[src/rtl/flasher_pkg.sv]
// -----------------------------------------------------------------------------
// flasher_pkg
// Shared definitions for the flasher front end: the flick conditioner FSM
// state encoding and the default debounce / synchronizer depths.
// -----------------------------------------------------------------------------
package flasher_pkg;

   // Encoding is visible on state_dbg, so the values are fixed.
   typedef enum logic [1:0] {
      LOW      = 2'd0,
      CHK_HIGH = 2'd1,
      HIGH     = 2'd2,
      CHK_LOW  = 2'd3
   } flick_state_t;

   localparam int unsigned DEBOUNCE_CYCLES_DEFAULT = 16;
   localparam int unsigned SYNC_STAGES_DEFAULT     = 2;

endpackage : flasher_pkg

[src/rtl/sync_ff.sv]
// -----------------------------------------------------------------------------
// sync_ff
// Multi-flop synchronizer for a single asynchronous input.
//   i_clk   : destination clock
//   i_rst_n : asynchronous active-low reset, clears every stage to 0
//   i_d     : asynchronous input
//   o_q     : synchronized output (last stage)
// -----------------------------------------------------------------------------
module sync_ff #(
   parameter int unsigned DEPTH = 2
) (
   input  logic i_clk,
   input  logic i_rst_n,
   input  logic i_d,
   output logic o_q
);

   logic [DEPTH-1:0] r_sync;

   always_ff @(posedge i_clk or negedge i_rst_n) begin
      if (!i_rst_n) begin
         r_sync <= '0;
      end else begin
         r_sync <= {r_sync[DEPTH-2:0], i_d};
      end
   end

   assign o_q = r_sync[DEPTH-1];

endmodule : sync_ff

[src/rtl/flick_conditioner.sv]
// -----------------------------------------------------------------------------
// flick_conditioner
// Synchronizes and debounces the flick switch, then produces a clean level,
// a one-cycle rising-edge strobe and a sticky request for the consumer.
//   clk         : system clock (rising edge)
//   rst_n       : asynchronous active-low reset
//   flick_raw   : asynchronous, bouncing switch input
//   flick_ack   : consumer acknowledge, clears flick_req
//   flick       : debounced level
//   flick_pulse : one-cycle strobe per accepted rising edge
//   flick_req   : sticky request, held until flick_ack
//   state_dbg   : current FSM state encoding
// -----------------------------------------------------------------------------
module flick_conditioner
   import flasher_pkg::*;
#(
   parameter int unsigned DEBOUNCE_CYCLES = DEBOUNCE_CYCLES_DEFAULT,
   parameter int unsigned SYNC_STAGES     = SYNC_STAGES_DEFAULT
) (
   input  logic       clk,
   input  logic       rst_n,
   input  logic       flick_raw,
   input  logic       flick_ack,
   output logic       flick,
   output logic       flick_pulse,
   output logic       flick_req,
   output logic [1:0] state_dbg
);

   localparam int unsigned CNT_W = $clog2(DEBOUNCE_CYCLES);
   localparam logic [CNT_W-1:0] CNT_LAST = CNT_W'(DEBOUNCE_CYCLES - 1);

   logic             w_s;
   flick_state_t     r_state;
   logic [CNT_W-1:0] r_cnt;
   logic             r_flick;
   logic             r_pulse;
   logic             r_req;

   sync_ff #(
      .DEPTH (SYNC_STAGES)
   ) u_sync (
      .i_clk   (clk),
      .i_rst_n (rst_n),
      .i_d     (flick_raw),
      .o_q     (w_s)
   );

   always_ff @(posedge clk or negedge rst_n) begin
      if (!rst_n) begin
         r_state <= LOW;
         r_cnt   <= '0;
         r_flick <= 1'b0;
         r_pulse <= 1'b0;
         r_req   <= 1'b0;
      end else begin
         r_pulse <= 1'b0;
         // A pulse in the same cycle as an ack keeps the request set.
         r_req   <= r_pulse | (r_req & ~flick_ack);
         unique case (r_state)
            LOW: begin
               if (w_s) begin
                  r_state <= CHK_HIGH;
                  r_cnt   <= '0;
               end
            end
            CHK_HIGH: begin
               if (!w_s) begin
                  r_state <= LOW;
                  r_cnt   <= '0;
               end else if (r_cnt == CNT_LAST) begin
                  r_state <= HIGH;
                  r_cnt   <= '0;
                  r_flick <= 1'b1;
                  r_pulse <= 1'b1;
               end else begin
                  r_cnt <= r_cnt + CNT_W'(1);
               end
            end
            HIGH: begin
               if (!w_s) begin
                  r_state <= CHK_LOW;
                  r_cnt   <= '0;
               end
            end
            CHK_LOW: begin
               if (w_s) begin
                  r_state <= HIGH;
                  r_cnt   <= '0;
               end else if (r_cnt == CNT_LAST) begin
                  r_state <= LOW;
                  r_cnt   <= '0;
                  r_flick <= 1'b0;
               end else begin
                  r_cnt <= r_cnt + CNT_W'(1);
               end
            end
            default: begin
               r_state <= LOW;
               r_cnt   <= '0;
            end
         endcase
      end
   end

   assign flick       = r_flick;
   assign flick_pulse = r_pulse;
   assign flick_req   = r_req;
   assign state_dbg   = r_state;

endmodule : flick_conditioner

[config.mk]
export PLATFORM = sky130hd
export DESIGN_NAME = flick_conditioner
export DESIGN_NICKNAME = d
export VERILOG_FILES = /design/src/rtl/flasher_pkg.sv /design/src/rtl/sync_ff.sv /design/src/rtl/flick_conditioner.sv
export SDC_FILE = /design/constraint.sdc
export NUM_CORES = 1
export LEC_CHECK = 0
export CORE_AREA = 2 2 39 41
export CTS_BUF_LIST = sky130_fd_sc_hd__clkbuf_4 sky130_fd_sc_hd__clkbuf_8
export CTS_CLUSTER_SIZE = 12
export DETAILED_ROUTE_END_ITERATION = 8
export DIE_AREA = 0 0 41 43
export PLACE_DENSITY_LB_ADDON = 0.2
export SYNTH_ARGS = -nofsm -noshare
export SYNTH_HDL_FRONTEND = slang
export SYNTH_SLANG_ARGS = --single-unit
[constraint.sdc]
create_clock -name clk -period 1.2 [get_ports clk]
set_input_delay 0.24 -clock clk [delete_from_list [all_inputs] [get_ports clk]]
set_output_delay 0.24 -clock clk [all_outputs]
set_load 0.05 [all_outputs]
==> flow_summary.toml, run 1 <==
[power_and_ir_drop]
switchingPower_mw = 0.174
p_int_mw = 0.542
pwr-share-seq_pct = 55.5
ir_drop_mv = 0.427
power.leakage_nw = 0.348
pwr-share-clk_pct = 35.0
p_comb_share_pct = 9.5
powerDensity_nw_per_um2 = 985
switching_share_pct = 24.3

[timing]
fin_crit_sh_pct = 103
worst-slew-pin-transition_ns = 0.270
skew_ns = 0.00592
drv_slew = 0
fmax_mhz = 811
setup_viol = 2
rsz0062_at_grt = "yes"
fin_crit_ns = 1.23
slew_headroom_pct = 81.9
final_hold_viol_count = 0
final.setup.worst_slack_ns = -0.0334

[clock_network]
root_buffer = "clkbuf_4"
clock_latency_ns = 0.27
hold_buffers = 0
htreeDepth = 1
clk_pin_slew_worst_paths_ns = 0.07
cts_sinks = 11
cts_tree = "built"
clock_path_buffers = 2
cts_buffers = 3

[status]
status = "finished, violations left"
violations = "negative setup slack"

[grt]
antenna_found_initial = 0
grt_pass1_wl_mm = 1.71
grt_util_all_layers_pct = 14.6
overflow = 0
grt_max_degree = 12
grt_pass1_vias = 412

[routing]
wire_per_inst_microns = 13.5
drt_iter0_markers = 7
drc = 0
drtPass1Iterations = 4
totalWireLength_microns = 982
vias_per_cell = 5.36
vias = 391
ant_nets = 0

[worst_setup_path]
crit_fanout = 4
critPathLaunchType = "flip-flop"
endpoint_kind = "output port"
worst-endpoint-required_ns = 0.96
path_class = "reg -> out"
arrival_ns = 0.99

[finish]
finish.net_count = 63
antenna_cells = 0
stdcell_area_sq_um = 727
layout_commonest_cell = "dfrtp_1"
final_cell_mix = "8 x dfrtp_1, 5 x buf_12, 5 x buf_4"
drive_gt1_share_pct = 36.8
area_growth_syn_to_layout_pct = 56.6

[synth]
syn_avg_cell_area_sq_um = 11.9
synth_nets = 44
synth.area.top_cells = "dfrtp_1 59%, a22o_1 5.7%, xnor2_1 3.8%"
yosysTopAreaCell = "dfrtp_1"
synth_top_family_by_area = "compound AO/OA/AOI/OAI gates"
netlist_area_sq_um = 464
syn_inst = 39
synth-simple-area-share_pct = 14.6
yosys.area_share.adder_pct = 2.70
yosys.area.top_type_share_pct = 59.3
synthXorXnorAreaFrac_pct = 5.66
yosysUniqueCellTypes = 19
synth_compound_area_share_pct = 17.0
synth_mux_area_share_pct = 0
ys_seq_area_share_pct = 59.3
yosys_warnings = 0
ys_ff_latch = 11

[min_path]
hp-class = "in -> async"

[run]
max_cap_viol_count = 0

[floorplanning]
io_pins = 9
rows = 14
die_y_microns = 43
start_util_pct = 33.5
core_area_sq_um = 1380
fp.dieW_microns = 41
design.die.area_sq_um = 1760

[place]
place_hpwl_microns = 673
place_area_sq_um = 654
place_congestion = 0.839
io_buffers = 8
pre_cts_slack_ns = -0.0241
-- state kept, by name, summed over array words and instances, names as in the netlist, named ones only --
signal,cells
u_sync.r_sync,2
flick,1
r_cnt,4
flick_pulse,1
flick_req,1
state_dbg,1
-- final timing paths --
kind	from	slack, ns	endpoint	cells after the start
max in group asynchronous	rst_n	0.78	asynchronous set/reset pin	2
hold / removal	rst_n	0.26	flick_req$_DFF_PN0_	2
setup / recovery	flip-flop	-0.03	state_dbg[1]	2
hold reg to reg	u_sync.r_sync[0]$_DFF_PN0_	0.37	u_sync.r_sync[1]$_DFF_PN0_	0
setup reg to reg	r_cnt[1]$_DFFE_PN0P_	-0.01	r_cnt[3]$_DFFE_PN0P_	3
min in group clk	u_sync.r_sync[0]$_DFF_PN0_	0.37	u_sync.r_sync[1]$_DFF_PN0_	0
-- cells by family after synthesis --
family          after synthesis
fa+ha+maj                     1
buf+inv                       1
compound gates               10
simple gates                 13
flops                        11
xor+xnor                      3
-- repair_timing --
action / CTS / global route
setup endpoints to repair: 5 / 6
gates resized for setup: 3 / 2
setup buffers: 1 / 1
gates cloned: 0 / 0
endpoints found under the hold margin: 0 / 0
-- per-stage QoR --
stage          TNS (ns)  hold slack, ns  utilization (%)  instances  power [mW]
2_1_floorplan    -0.118         -0.0556                -         39       0.426
3_3_place_gp          0           0.346             47.3         67       0.462
3_5_place_dp    -0.0259           0.351             47.3         67       0.465
4_1_cts         -0.0460           0.266             50.4         72       0.722
5_1_grt          -0.257           0.273             52.5         73       0.749
6_report        -0.0424           0.264             52.5         73       0.716
-- area by class of cell --
| cell class | count | area [sq um] |
|---|---|---|
| clock buffers | 3 | 22.5 |
| clock inverters | 1 | 5.00 |
| fillers | 121 | 657 |
| inverters | 1 | 3.75 |
| multi-input cells | 27 | 218 |
| flip-flops and latches | 11 | 279 |
| well taps | 16 | 20.0 |
| repair buffers | 14 | 179 |
-- worst max-delay path: stages (launching register included) --
cell	delay [ns]
dfrtp_2	0.45
buf_6	0.14
buf_12	0.13
-- metal layers --
| metal | global-route usage [%] | vias to the layer above | part of all wire [%] |
|---|---|---|---|
| met5 | 0 | - | 0 |
| met2 | 22.5 | 14 | 51 |
| met4 | 6.67 | 0 | 1.2 |
| met1 | 17.6 | 199 | 42 |
| li1 | - | 176 | - |
| met3 | 4.71 | 2 | 6.1 |
-- Yosys cell counts --
library cell   n
ha_1           1
nand4_1        1
and4b_1        1
xor2_1         1
and2_1         1
inv_1          1
o21ai_0        1
and4_1         1
and3_1         1
a2111oi_2      1
a211o_1        1
a31oi_1        1
a22o_1         3
xnor2_1        2
dfrtp_1       11
a21oi_1        2
a21o_1         1
nand2_1        4
nor2_1         4
-- power groups by stage --
stage | sequential, mW | combinational, mW | clock (mW)
after floorplan | 0.405 | 0.0211 | 0
after global placement | 0.400 | 0.0616 | 0
after detailed placement | 0.401 | 0.0640 | 0
after CTS | 0.394 | 0.0653 | 0.262
after global routing | 0.399 | 0.0748 | 0.275
final | 0.397 | 0.0679 | 0.251
Power figures use the tool's default switching activity.
==> run 2, diff against run 1 <==
- SLEW_MARGIN: default -> 20
- clock period: 1.2 -> 1.5 ns (I/O delays scaled with it)
==> run 2 against run 1 <==
  * The flow now finishes without violations
  * Clock skew decreased by 0.0053 ns
  * Non-clock buffer count decreased by 6
  * Design area decreased by 11%
  * Via count decreased by 12%
  * Sequential cell count unchanged
  * Cell count decreased by 8.2%
  * Utilization decreased by 6.0 points
  * Largest cell class unchanged
  * Largest power group unchanged
==> flow_summary.toml, run 2 (same netlist as run 1, synthesis figures left out) <==
[status]
status = "complete, no violations"

[finish]
antenna_cells = 0
max_flop_register = "r_cnt"
layout_commonest_cell = "dfrtp_1"
finalNonFillerCells = 67
drive_gt1_share_pct = 19.6
area_growth_syn_to_layout_pct = 38.8
utilization_pct = 46.6
finish.net_count = 57
largest_reg_flops = 4
final_cell_mix = "11 x dfrtp_1, 5 x buf_12, 4 x nand2_1, 4 x nor2_1, 4 x clkbuf_4"
top_regs = "r_cnt x4, u_sync.r_sync x2"

[min_path]
hp-class = "in -> async"

[power_and_ir_drop]
switchingPower_mw = 0.121
p_comb_share_pct = 7.4
powerDensity_nw_per_um2 = 881
p_int_mw = 0.447
pwr-share-clk_pct = 36.9
pwr-share-seq_pct = 55.6
switching_share_pct = 21.2
power.leakage_nw = 0.317
ir_drop_mv = 0.545

[grt]
antenna_found_initial = 0
overflow = 0
grt_util_all_layers_pct = 11.8
grt_pass1_wl_mm = 1.39
grt_pass1_vias = 353
grt_max_degree = 12

[worst_setup_path]
critPathLaunchType = "flip-flop"
worst-endpoint-required_ns = 1.63
path_class = "reg -> reg"
r2r_cells = 4
crit_fanout = 5
endpoint_kind = "flip-flop"
arrival_ns = 1.40

[clock_network]
root_buffer = "clkbuf_4"
clk_pin_slew_worst_paths_ns = 0.07
clock_latency_ns = 0.25
htreeDepth = 1
cts_tree = "built"
clock_path_buffers = 2
postCtsSetupRepairBufs = 0
cts_buffers = 3
cts_sinks = 11
post_cts_resized = 0
hold_buffers = 0

[routing]
drc = 0
vias_per_cell = 5.13
totalWireLength_microns = 808
drt_iter0_markers = 4
drtPass1Iterations = 2
ant_nets = 0
wire_per_inst_microns = 12.1
vias = 344

[floorplanning]
start_util_pct = 33.5
fp.dieW_microns = 41
design.die.area_sq_um = 1760
io_pins = 9
rows = 14
core_area_sq_um = 1380
die_y_microns = 43

[timing]
drv_slew = 0
final_hold_viol_count = 0
worst-slew-pin-transition_ns = 0.466
rsz0062_at_grt = "no"
fin_crit_sh_pct = 84.9
holdWs_ns = 0.362
slew_headroom_pct = 68.8
skew_ns = 0.000580
setup_viol = 0
fmax_mhz = 786
final.setup.worst_slack_ns = 0.227
fin_crit_ns = 1.27
fin_tns_setup_ns = 0

[place]
pre_cts_slack_ns = 0.227
dp_cells = 63
io_buffers = 8
place_hpwl_microns = 624
place_congestion = 0.755

[run]
max_cap_viol_count = 0
## run 2: stage by stage
stage,power [mW],area [sq um]
5_1_grt,0.602,644
3_5_place_dp,0.364,614
2_1_floorplan,0.339,464
4_1_cts,0.577,644
6_report,0.567,644
3_3_place_gp,0.363,614
## run 2: path summary, 6_finish.rpt
kind	from	to	slack, ns
min in group clk	u_sync.r_sync[0]$_DFF_PN0_	u_sync.r_sync[1]$_DFF_PN0_	0.36
max reg2reg	r_cnt[0]$_DFFE_PN0P_	flick$_DFFE_PN0P_	0.23
min	rst_n	r_cnt[2]$_DFFE_PN0P_	0.36
max	r_cnt[0]$_DFFE_PN0P_	flick$_DFFE_PN0P_	0.23
max in group asynchronous	rst_n	asynchronous set/reset pin	0.82
min reg2reg	u_sync.r_sync[0]$_DFF_PN0_	u_sync.r_sync[1]$_DFF_PN0_	0.36
## run 2: final cells by class
cell class	instances	area [sq um]
fill	122	739
sequential	11	275
multi-input combinational	27	185
timing repair buffer	8	130
clock buffer	4	30.0
tap	16	20.0
inverter	1	3.75
## run 2: worst max-delay path: stages (launching register included)
cell	delay [ns]
dfrtp_1	0.41
ha_1	0.29
and4_1	0.23
a21oi_1	0.16
a21oi_1	0.06
## run 2: power by group through the flow
stage / Combinational (mW) / Clock (mW) / Sequential (mW)
after global routing: 0.0457 / 0.239 / 0.317
after global placement: 0.0419 / 0 / 0.321
after CTS: 0.0430 / 0.218 / 0.315
after floorplan: 0.0160 / 0 / 0.323
after detailed placement: 0.0427 / 0 / 0.321
final: 0.0422 / 0.210 / 0.316
## run 2: routing by layer
layer,up-vias,GRT usage [%],wire (microns)
met2,7,17.5,401
met5,-,0,0
met3,0,3.14,39
met4,0,4.00,0
li1,167,-,-
met1,170,16.3,367
==> run 3, diff against run 2 <==
- clock period: 1.5 -> 1.1 ns (I/O delays scaled with it)
==> run 3 against run 2 <==
  * The run now ends with negative setup slack left
  * Combinational power up 130%
  * Sequential power rose by 37%
  * First-iteration DRC count increased by 130%
  * Clock-buffer cell count stayed put
  * Design area up 22%
  * Clock power rose by 39%
  * Hold slack got worse by 0.12 ns
  * Highest routed layer is now met4
==> flow_summary.toml, run 3 (same netlist as run 1, synthesis figures left out) <==
[worst_setup_path]
crit_fanout = 4
cpMaxStageDelayCell = "dfrtp_2"
endpoint_kind = "output port"
cp_num_buf_inv = 2
arrival_ns = 0.99
path_class = "reg -> out"
worst-endpoint-required_ns = 0.88
cpPeakStageDelay_ns = 0.46
critPathLaunchType = "flip-flop"
rr_startpoint = "r_cnt[1]$_DFFE_PN0P_"
crit_family = "flip-flops"
crit_chain = "buf_6, buf_12"

[clock_network]
root_buffer = "clkbuf_4"
clk_pin_slew_worst_paths_ns = 0.07
cts_tree = "built"
clock_path_buffers = 2
cts_sinks = 11
clock_latency_ns = 0.26
cts_buffers = 3
hold_buffers = 0
htreeDepth = 1

[power_and_ir_drop]
powerDensity_nw_per_um2 = 1040
power.leakage_nw = 0.382
ir_drop_mv = 0.575
total_power_mw = 0.819

[routing]
drt_iter0_markers = 9
vias = 406
drtPass1Iterations = 3
totalWireLength_mm = 1.05
ant_nets = 0
drc = 0
wire_per_inst_microns = 13.3
vias_per_cell = 5.14

[place]
place_hpwl_microns = 706
dp_cells = 68
pre_cts_slack_ns = -0.0758
place_congestion = 0.813
io_buffers = 8

[timing]
skew_ns = 0.00370
setup_viol = 5
fin_crit_sh_pct = 110
rsz0062_at_grt = "yes"
fin_tns_setup_ns = -0.219
fin_crit_ns = 1.21
final_hold_viol_count = 0
drv_slew = 0
worst-slew-pin-transition_ns = 0.280
fmax_mhz = 823
final.setup.worst_slack_ns = -0.115
slew_headroom_pct = 81.3

[floorplanning]
die_y_microns = 43
io_pins = 9
start_util_pct = 33.5
rows = 14
core_area_sq_um = 1380
design.die.area_sq_um = 1760
fp.dieW_microns = 41

[finish]
finalNonFillerCells = 79
area_growth_syn_to_layout_pct = 69.8
regArea_sq_um = 279
antenna_cells = 0
largest_reg_flops = 4
finish.net_count = 69
max_flop_register = "r_cnt"
layout_commonest_cell = "buf_4"
top_regs = "r_cnt x4, u_sync.r_sync x2"
multiInputGateArea_sq_um = 231
fillCellCount = 124
final_cell_mix = "11 x buf_4, 8 x dfrtp_1, 5 x buf_12"
drive_gt1_share_pct = 52.4

[grt]
antenna_found_initial = 0
overflow = 0
grt_max_degree = 12
grt_pass1_wl_mm = 1.75
grt_pass1_vias = 386
grt_util_all_layers_pct = 15.0

[status]
status = "finished, violations left"
violations = "negative setup slack"

[min_path]
hp-class = "in -> async"

[run]
max_cap_viol_count = 0
-- run 3: cell types whose count changed in the layout (fill, tap and decap cells not counted), moves of 2 or more --
cell / delta
buf_4: +11
dfrtp_1: -3
dfrtp_2: +3
xnor2_1: -2
xnor2_2: +2
-- run 3: layer usage --
metal  global-route usage, %  up-vias  wire (microns)
met1                    20.3      203             495
met3                    5.24        2              55
met5                       0        -               0
li1                        -      192               -
met2                    20.3        9             492
met4                    8.00        0              10
-- run 3: final timing paths --
path	end	slack, ns	cells past startpoint
max in group asynchronous	state_dbg[0]$_DFFE_PN0P_	0.70	2
min in group clk	u_sync.r_sync[1]$_DFF_PN0_	0.36	0
hold / removal	r_cnt[0]$_DFFE_PN0P_	0.24	2
setup / recovery	state_dbg[1]	-0.11	2
hold reg to reg	u_sync.r_sync[1]$_DFF_PN0_	0.36	0
setup reg to reg	r_cnt[3]$_DFFE_PN0P_	-0.07	3
-- run 3: layout make-up --
type / count / share of cell area, %
Timing Repair Buffer: 20 / 28.4
Sequential cell: 11 / 35.4
Tap cell: 16 / 2.54
Multi-Input combinational cell: 27 / 29.4
Clock buffer: 4 / 3.81
Inverter: 1 / 0.476
-- run 3: timing repair --
| action | 4_1_cts | 5_1_grt |
|---|---|---|
| pin swaps | 2 | 5 |
| endpoints found under the hold margin | 0 | 0 |
| setup buffers | 4 | 3 |
| setup endpoints to repair | 9 | 10 |
| resized for setup | 5 | 5 |
-- run 3: power breakdown --
part / switching [mW] / total (mW) / internal (mW) / leakage (nW)
Sequential: 0.0147 / 0.432 / 0.417 / 0.142
Combinational: 0.0412 / 0.0954 / 0.0542 / 0.222
Clock: 0.127 / 0.292 / 0.165 / 0.0184
Total: 0.183 / 0.819 / 0.636 / 0.382
-- run 3: stage by stage --
stage                     hold slack, ns  util, %  area, sq um
after floorplan                  -0.0756        -          477
after global placement             0.345     48.0          664
after detailed placement           0.346     48.0          664
after CTS                          0.239     54.0          747
after global routing               0.265     57.0          788
final                              0.239     57.0          788
